### config.mk
export PLATFORM = sky130hd
export DESIGN_NAME = id_exe_reg
export DESIGN_NICKNAME = d
export VERILOG_FILES = /design/src/rtl/id_exe_reg.sv
export SDC_FILE = /design/constraint.sdc
export NUM_CORES = 1
export LEC_CHECK = 0
export ABC_AREA = 1
export BUFFER_PORTS_ARGS = -buffer_cell sky130_fd_sc_hd__buf_4
export CORE_AREA = 2 2 163 165
export CTS_CLUSTER_DIAMETER = 80
export DETAILED_ROUTE_END_ITERATION = 12
export DIE_AREA = 0 0 165 167
export HOLD_SLACK_MARGIN = 0.12
export PLACE_DENSITY = 0.58
export RECOVER_POWER = 25
export SLEW_MARGIN = 15
export SYNTH_ARGS = -nofsm -noshare
export SYNTH_HDL_FRONTEND = slang
export SYNTH_SLANG_ARGS = --single-unit
### constraint.sdc
create_clock -name clk -period 1.4 [get_ports clk]
set_input_delay 0.07 -clock clk [delete_from_list [all_inputs] [get_ports clk]]
set_output_delay 0.07 -clock clk [all_outputs]
set_load 0.01 [all_outputs]
### src/rtl/id_exe_reg.sv
// ID/EXE pipeline register with hold, flush and hazard-bubble handling.
// Optional event counters are built when ID_EXE_PERF_CNT_EN is defined.
module id_exe_reg (
  input  logic        clk,
  input  logic        rst,
  input  logic        hold,
  input  logic        flush,
  input  logic        hazard,
  input  logic [31:0] pc_in,
  input  logic [31:0] val_Rn_in,
  input  logic [31:0] val_Rm_in,
  input  logic [11:0] shifter_operand_in,
  input  logic        imm_in,
  input  logic [23:0] signed_imm_24_in,
  input  logic [3:0]  exe_cmd_in,
  input  logic        mem_r_en_in,
  input  logic        mem_w_en_in,
  input  logic        wb_en_in,
  input  logic        b_in,
  input  logic        s_in,
  input  logic [3:0]  dest_in,
  input  logic [3:0]  src1_in,
  input  logic [3:0]  src2_in,
  input  logic        sr_c_in,
  output logic [31:0] pc_out,
  output logic [31:0] val_Rn_out,
  output logic [31:0] val_Rm_out,
  output logic [11:0] shifter_operand_out,
  output logic        imm_out,
  output logic [23:0] signed_imm_24_out,
  output logic [3:0]  exe_cmd_out,
  output logic        mem_r_en_out,
  output logic        mem_w_en_out,
  output logic        wb_en_out,
  output logic        b_out,
  output logic        s_out,
  output logic        is_for_memory_out,
  output logic [3:0]  dest_out,
  output logic [3:0]  src1_out,
  output logic [3:0]  src2_out,
  output logic        sr_c_out,
  output logic        valid_out,
  output logic [31:0] bubble_cnt,
  output logic [31:0] flush_cnt,
  output logic [31:0] hold_cnt
);

  typedef struct packed {
    logic [31:0] pc;
    logic [31:0] rn;
    logic [31:0] rm;
    logic [11:0] sh;
    logic        imm;
    logic [23:0] si24;
    logic [3:0]  cmd;
    logic        mr;
    logic        mw;
    logic        wb;
    logic        b;
    logic        s;
    logic        mem;
    logic [3:0]  dest;
    logic [3:0]  src1;
    logic [3:0]  src2;
    logic        c;
    logic        v;
  } id_ex_t;

  id_ex_t st_q, st_d, ld;

  always_comb begin
    ld      = '0;
    ld.pc   = pc_in;
    ld.rn   = val_Rn_in;
    ld.rm   = val_Rm_in;
    ld.sh   = shifter_operand_in;
    ld.imm  = imm_in;
    ld.si24 = signed_imm_24_in;
    ld.cmd  = exe_cmd_in;
    ld.mr   = mem_r_en_in;
    ld.mw   = mem_w_en_in;
    ld.wb   = wb_en_in;
    ld.b    = b_in;
    ld.s    = s_in;
    ld.mem  = mem_r_en_in | mem_w_en_in;
    ld.dest = dest_in;
    ld.src1 = src1_in;
    ld.src2 = src2_in;
    ld.c    = sr_c_in;
    ld.v    = 1'b1;
  end

  // A killed slot is all-zero: the NOP encoding, no side effects.
  always_comb begin
    st_d = st_q;
    if (hold)
      st_d = st_q;
    else if (flush || hazard)
      st_d = '0;
    else
      st_d = ld;
  end

  always_ff @(posedge clk) begin
    if (rst)
      st_q <= '0;
    else
      st_q <= st_d;
  end

  assign pc_out              = st_q.pc;
  assign val_Rn_out          = st_q.rn;
  assign val_Rm_out          = st_q.rm;
  assign shifter_operand_out = st_q.sh;
  assign imm_out             = st_q.imm;
  assign signed_imm_24_out   = st_q.si24;
  assign exe_cmd_out         = st_q.cmd;
  assign mem_r_en_out        = st_q.mr;
  assign mem_w_en_out        = st_q.mw;
  assign wb_en_out           = st_q.wb;
  assign b_out               = st_q.b;
  assign s_out               = st_q.s;
  assign is_for_memory_out   = st_q.mem;
  assign dest_out            = st_q.dest;
  assign src1_out            = st_q.src1;
  assign src2_out            = st_q.src2;
  assign sr_c_out            = st_q.c;
  assign valid_out           = st_q.v;

`ifdef ID_EXE_PERF_CNT_EN
  logic [31:0] hold_q, flush_q, bubble_q;
  logic [31:0] hold_d, flush_d, bubble_d;
  logic        ev_hold, ev_flush, ev_bub;

  assign ev_hold  = hold;
  assign ev_flush = !hold && flush;
  assign ev_bub   = !hold && !flush && hazard;

  // Saturating increments: stop at all-ones.
  always_comb begin
    hold_d   = hold_q;
    flush_d  = flush_q;
    bubble_d = bubble_q;
    if (ev_hold && !(&hold_q))
      hold_d = hold_q + 32'd1;
    if (ev_flush && !(&flush_q))
      flush_d = flush_q + 32'd1;
    if (ev_bub && !(&bubble_q))
      bubble_d = bubble_q + 32'd1;
  end

  always_ff @(posedge clk) begin
    if (rst) begin
      hold_q   <= '0;
      flush_q  <= '0;
      bubble_q <= '0;
    end else begin
      hold_q   <= hold_d;
      flush_q  <= flush_d;
      bubble_q <= bubble_d;
    end
  end

  assign hold_cnt   = hold_q;
  assign flush_cnt  = flush_q;
  assign bubble_cnt = bubble_q;
`else
  assign hold_cnt   = '0;
  assign flush_cnt  = '0;
  assign bubble_cnt = '0;
`endif

endmodule

==> Yosys cells after proc, flatten, opt, wreduce, memory -nomap -nowiden <==
Index checks and enable logic that the tools add are counted.
{ "op_classes": {"n_addsub": 0, "multipliers": 0, "div_mod_pow": 0, "order_cmp": 0, "eq_ne": 0, "shift": 0, "muxes": 1, "n_bitwise": 1, "reduce_logical": 1} }
{ "ops": {"columns": ["cell", "count"], "rows": [
  ["$mux W157", 1],
  ["$logic_or A1 B1 Y1", 1],
  ["$or A1 B1 Y1", 1]
]} }
{ "totals": {"reg_bits": 157, "latch_bits": 0, "mem_bits_rw": 0, "mem_bits_ro": 0, "in_bits": 160, "output_inout_bits": 253, "word_cells": 21, "mem_count": 0} }

==> Longest topological paths before layout <==
Gate-level depths: netlist of the first run.
{ "logic_depth": {"depth_word": 2, "ltp_mapped": 6, "ltp_nobuf": 4} }

==> Worst setup path after synthesis of the first run <==
OpenSTA, ideal clock, no wires.
{ "synth_timing": {"path_kind": "input -> register", "from": "input port hold", "to": "register st_q, in the netlist pc_out[19]", "setup_time_ns": 0.070, "arrival_ns": 0.720, "slack_ns": 0.610, "path_stages": 6, "path_buffers": 3, "cell_sequence": "buf_2 > inv_2 > buf_6 > buf_4 > nand3_1 > a21oi_1"} }
{ "synth_lines": {"columns": ["element", "line", "source"], "rows": [
  ["start: declaration", "6", "input logic hold,"],
  ["end signal: assignment", "108", "st_q <= st_d;"],
  ["end: declaration", "69", "id_ex_t st_q, st_d, ld;"]
]} }

==> impl_metrics.py, run 1 <==
metrics = {
    "synthesis": {
        "synth-seq-area-share_pct": 48.8,
        "synthCells": 799,
        "synth_seq_cells": 157,
        "synth_area_mm2": 0.00644,
        "ys_types": 13,
        "syn_area_per_cell_um2": 8.06,
        "ys_warn_count": 0,
    },
    "power_and_ir_drop": {
        "ir_drop_mv": 0.586,
        "p_leak_nw": 4.78,
        "powerDensity_mw_per_mm2": 979,
    },
    "route": {
        "wire_per_inst_um": 13.7,
        "drc": 0,
        "dr.pass1.iters": 4,
        "first_iter_violations": 401,
        "vias": 6896,
        "routed_wl_um": 21900,
        "ant_nets": 0,
        "drt-vias-per-instance": 4.30,
    },
    "floorplan": {
        "io_pins": 413,
        "core_mm2": 0.0258,
        "initial_core_util_pct": 25.0,
        "fp.dieH_um": 167,
        "rows": 59,
        "die_w_um": 165,
        "dieArea_mm2": 0.0276,
    },
    "global_routing": {
        "met3_usage_pct": 5.35,
        "grt.total_usage_pct": 15.1,
        "grt_max_degree": 90,
        "use_met2_pct": 26.0,
        "grt_pass1_wl_um": 33800,
        "antenna_found_initial": 0,
        "top_usage_layer": "met2",
        "overflow": 0,
        "met1_usage_pct": 17.3,
        "grt_pass1_vias": 6618,
    },
    "sta": {
        "period_minus_slack_ns": 1.29,
        "hold_viol_final": 0,
        "relSlewSlack_pct": 47.1,
        "finalMaxSlewViolations": 0,
        "hold_ws_ns": 0.157,
        "worst_pin_slew_ns": 0.793,
        "rsz0062_at_grt": "false",
        "finalCritPeriodShare_pct": 92.1,
        "skew_ns": 0,
        "setup_viol": 0,
        "worst_slack_ns": 0.110,
        "final.setup.tns_ns": 0,
        "fmax_mhz": 775,
    },
    "finish": {
        "areaGrowthSynthToFinish_pct": 71.3,
        "utilization_pct": 42.8,
        "drive_gt1_share_pct": 28.7,
        "fin_nets": 1416,
        "instances_no_fill": 1604,
        "fillers": 2464,
        "diodes": 0,
    },
    "worst_setup_path": {
        "required_ns": 1.76,
        "r2r.worst_path.cells": 3,
        "cp.arrival_ns": 1.65,
        "cp-end-kind": "flip-flop",
        "cp-startpoint": "hold",
        "reg2reg_to": "pc_out[6]$_SDFFE_PP0N_",
        "slowest_stage": "dlygate4sd3_1",
        "crit_top_cell": "dlygate4sd3_1",
        "rrSetupSlack_ns": 0.20,
        "cp-start-kind": "input pin",
        "crit_path_cell_trace": "buf_4, dlygate4sd3_1, nand2_1, a21oi_1, dlygate4sd3_1",
        "r2r_start": "pc_out[6]$_SDFFE_PP0N_",
        "setup.worst_path.class": "input pin to flip-flop",
        "cpPeakStageDelay_ns": 0.65,
        "worstPathMaxFanout": 9,
    },
    "cts": {
        "cts.sinks": 157,
        "htreeDepth": 4,
        "cts_setup_buffers": 0,
        "root_buffer": "clkbuf_16",
        "clk_pin_slew_ns": 0.06,
        "cts_tree": "done",
        "cts.path.max_buffers": 2,
        "hold_buffers": 175,
        "post_cts_resized": 0,
        "cts_made_buffers": 17,
        "clock_latency_ns": 0.42,
    },
    "min_path": {
        "hold_path_end": "signed_imm_24_out[23]$_SDFFE_PP0N_",
        "hp-start": "flush",
        "hold_depth": 5,
        "hold_path.class": "input pin to flip-flop",
    },
    "place": {
        "dp.final_hpwl_um": 13600,
        "portBuffers": 316,
        "gp_congestion": 0.748,
        "dp_worst_setup_slack_ns": 0.275,
        "dp.cells": 1397,
    },
    "flow_run": {
        "max_cap_viol_count": 0,
    },
    "run_status": {
        "status": "finished, final reports clean",
    },
}
[cells in the mapped netlist]
master	number	area, µm²
buf_1	6	22.5
buf_2	29	145
conb_1	1	3.75
nand2_1	159	597
buf_6	2	22.5
buf_4	117	878
a21oi_1	157	786
dfxtp_1	157	3140
clkbuf_1	11	41.3
nor2_4	1	11.3
inv_2	1	3.75
nand3_1	156	781
inv_1	2	7.51
[where the power goes]
group	internal [W]	total, W	switching (W)
clock network	0.00245	0.00456	0.00212
logic	0.000851	0.00161	0.000754
registers	0.00457	0.00463	0.0000569
total	0.00787	0.0108	0.00293
[state kept, by name, indices dropped and copies added, names as in the netlist, 4 cells and up]
name,count
signed_imm_24_out,24
exe_cmd_out,4
src1_out,4
val_Rm_out,32
val_Rn_out,32
pc_out,32
shifter_operand_out,12
src2_out,4
dest_out,4
[layer usage]
layer	share of wire, %	up-vias
met5	0	-
met4	1.7	0
met3	9.2	21
met2	48	295
met1	41	3190
li1	-	3390
[metrics by stage]
stage	total power, W	area (µm²)
final	0.0108	11000
after global routing	0.0113	11000
after CTS	0.0110	11100
after detailed placement	0.00596	8740
after global placement	0.00596	8740
after floorplan	0.00551	6800
[worst max-delay path: cells and delay by family]
kind / cells / cell delay (ns)
buf+inv: 3 / 1.38
compound gates: 1 / 0.13
simple gates: 1 / 0.07
[final cells by class]
class / instances / area (µm²) / area share [%]
timing repair buffer: 508 / 4350 / 39.4
sequential: 157 / 3140 / 28.5
multi-input combinational: 569 / 2530 / 22.9
clock buffer: 19 / 453 / 4.10
tap: 335 / 419 / 3.80
clock inverter: 13 / 126 / 1.15
inverter: 3 / 13.8 / 0.125
[cells by family after synthesis]
logic type      synth area share [%]
simple gates                    21.6
compound gates                  12.2
flops                           48.8
other cells                   0.0582
buf+inv                         17.4
[cell usage in the layout, fill, tap and decap left out, drive strengths merged]
cell type	instances
dlygate4sd3	175
dlymetal6s2s	1
nor2	1
clkinv	5
nand2	159
clkbuf	22
inv	9
nand3	156
clkinvlp	2
buf	329
dfxtp	157
a21oi	157
conb	96
[how the worst max path moves through the flow]
| stage | end | slack (ns) | cells after the start |
|---|---|---|---|
| after floorplan | pc_out[19]$_SDFFE_PP0N_ | 0.61 | 6 |
| after global placement | pc_out[10]$_SDFFE_PP0N_ | 0.31 | 6 |
| after detailed placement | pc_out[12]$_SDFFE_PP0N_ | 0.27 | 6 |
| after CTS | dest_out[3]$_SDFFE_PP0N_ | 0.13 | 5 |
| after global routing | dest_out[3]$_SDFFE_PP0N_ | 0.02 | 5 |
| final | pc_out[18]$_SDFFE_PP0N_ | 0.11 | 5 |
No activity file was read; power rests on OpenSTA's default activity.
==> run 2, diff against run 1 <==
--- a/config.mk
+++ b/config.mk
@@ -11,8 +11,9 @@
 export CTS_CLUSTER_DIAMETER = 80
 export DETAILED_ROUTE_END_ITERATION = 12
 export DIE_AREA = 0 0 165 167
+export GPL_TIMING_DRIVEN = 0
 export HOLD_SLACK_MARGIN = 0.12
-export PLACE_DENSITY = 0.58
+export PLACE_DENSITY = 0.62
 export RECOVER_POWER = 25
 export SLEW_MARGIN = 15
 export SYNTH_ARGS = -nofsm -noshare
==> run 2 against run 1 <==
  * First-iteration DRC count decreased by 20%
  * Sequential power about the same
  * Worst setup slack got worse by 0.066 ns
  * Critical endpoint is now sr_c_out$_SDFFE_PP0N_
==> impl_metrics.py, run 2 (synthesis gave the netlist of run 1 again) <==
metrics = {
    "run_status": {
        "status": "finished, final reports clean",
    },
    "sta": {
        "fmax_mhz": 738,
        "worst_pin_slew_ns": 0.917,
        "final.setup.tns_ns": 0,
        "setup_viol": 0,
        "period_minus_slack_ns": 1.36,
        "finalMaxSlewViolations": 0,
        "hold_viol_final": 0,
        "finalCritPeriodShare_pct": 96.8,
        "rsz0062_at_grt": "false",
        "relSlewSlack_pct": 38.9,
        "skew_ns": 0,
    },
    "global_routing": {
        "antenna_found_initial": 0,
        "top_usage_layer": "met2",
        "met3_usage_pct": 5.06,
        "grt_pass1_vias": 7317,
        "grt.total_usage_pct": 17.3,
        "met1_usage_pct": 18.9,
        "grt_max_degree": 17,
        "grt_pass1_wl_um": 37700,
        "overflow": 0,
        "use_met2_pct": 31.7,
    },
    "floorplan": {
        "die_w_um": 165,
        "rows": 59,
        "core_mm2": 0.0258,
        "fp.dieH_um": 167,
        "initial_core_util_pct": 25.0,
        "dieArea_mm2": 0.0276,
        "io_pins": 413,
    },
    "place": {
        "dp.final_hpwl_um": 17000,
        "placed_area_mm2": 0.00958,
        "portBuffers": 314,
        "gp_congestion": 0.788,
    },
    "finish": {
        "seq_area_mm2": 0.00314,
        "layout_common_cells": "431 x buf_4, 181 x dlygate4sd3_1, 159 x nand2_1",
        "fillers": 2508,
        "multiInputGateArea_mm2": 0.00253,
        "diodes": 0,
        "fin_nets": 1567,
        "stdcell_area_mm2": 0.0120,
        "areaGrowthSynthToFinish_pct": 85.6,
        "drive_gt1_share_pct": 34.8,
        "layout_commonest_cell": "buf_4",
    },
    "worst_setup_path": {
        "cp.arrival_ns": 1.72,
        "required_ns": 1.76,
        "cp-end-kind": "flip-flop",
        "setup.worst_path.class": "input pin to flip-flop",
        "cp-start-kind": "input pin",
        "worstPathMaxFanout": 10,
    },
    "cts": {
        "cts.path.max_buffers": 2,
        "root_buffer": "clkbuf_16",
        "htreeDepth": 4,
        "cts_setup_buffers": 0,
        "clock_latency_ns": 0.43,
        "cts_tree": "done",
        "cts_made_buffers": 17,
        "cts.sinks": 157,
        "clk_pin_slew_ns": 0.08,
    },
    "route": {
        "drt-vias-per-instance": 4.23,
        "dr.pass1.iters": 5,
        "wire_per_inst_um": 14.2,
        "drc": 0,
        "routed_wl_um": 24800,
        "vias": 7418,
        "ant_nets": 0,
        "first_iter_violations": 320,
    },
    "power_and_ir_drop": {
        "p_sw_share_pct": 26.5,
        "pwr-share-seq_pct": 41.8,
        "p_comb_share_pct": 16.9,
        "p_leak_nw": 5.42,
        "ir_drop_mv": 0.597,
        "net-switching-power_w": 0.00294,
        "clockPowerShare_pct": 41.3,
        "p_total_w": 0.0111,
        "intPower_w": 0.00815,
        "powerDensity_mw_per_mm2": 928,
    },
    "flow_run": {
        "max_cap_viol_count": 0,
    },
    "min_path": {
        "hold_path.class": "input pin to flip-flop",
    },
}
-- run 2: final timing paths --
| path | startpoint | end | slack, ns | depth (start not counted) |
|---|---|---|---|---|
| setup / recovery | hold | sr_c_out$_SDFFE_PP0N_ | 0.04 | 6 |
| hold / removal | hold | s_out$_SDFFE_PP0N_ | 0.15 | 4 |
| setup reg to reg | src2_out[1]$_SDFFE_PP0N_ | src2_out[1]$_SDFFE_PP0N_ | 0.20 | 3 |
| hold reg to reg | signed_imm_24_out[18]$_SDFFE_PP0N_ | signed_imm_24_out[18]$_SDFFE_PP0N_ | 0.46 | 2 |
-- run 2: area by class of cell --
cell class / count / area share (%)
repair buffers: 495 / 34.9
clock buffers: 18 / 3.67
clock inverters: 13 / 1.11
plain buffers: 164 / 9.24
flip-flops and latches: 157 / 26.3
inverters: 3 / 0.0942
well taps: 335 / 3.51
multi-input cells: 569 / 21.2
-- run 2: through the flow --
stage | hold WS (ns) | worst slack (ns) | instances | utilization [%]
floorplan | 0.230 | 0.610 | 894 | -
global placement | 0.348 | 0.172 | 1543 | 37.2
detailed placement | 0.352 | 0.170 | 1543 | 37.2
CTS | 0.129 | 0.0980 | 1755 | 46.4
global route | 0.178 | 0.00972 | 1754 | 46.4
finish | 0.149 | 0.0443 | 1754 | 46.4
-- run 2: metal layers --
layer  vias up  wire (µm)
met3        36       2170
li1       3700          -
met4         0        515
met5         -          0
met1      3356       9630
met2       326      12500
-- run 2: timing repair --
action,CTS,global route
hold endpoints to repair,157,0
gates resized for setup,0,0
setup endpoints to repair,0,1
hold buffers,181,0
-- run 2: critical path: stages --
cell and delay [ns]:
buf_2 0.15, dlygate4sd3_1 0.58, buf_4 0.17, nand2_1 0.06, a21oi_1 0.13, dlygate4sd3_1 0.55
-- run 2: power groups by stage --
stage          sequential [W]  clock [W]  combinational [W]
2_1_floorplan         0.00478          0           0.000727
3_3_place_gp          0.00473          0            0.00147
3_5_place_dp          0.00474          0            0.00146
4_1_cts               0.00463    0.00471            0.00185
5_1_grt               0.00465    0.00490            0.00203
6_report              0.00464    0.00459            0.00187
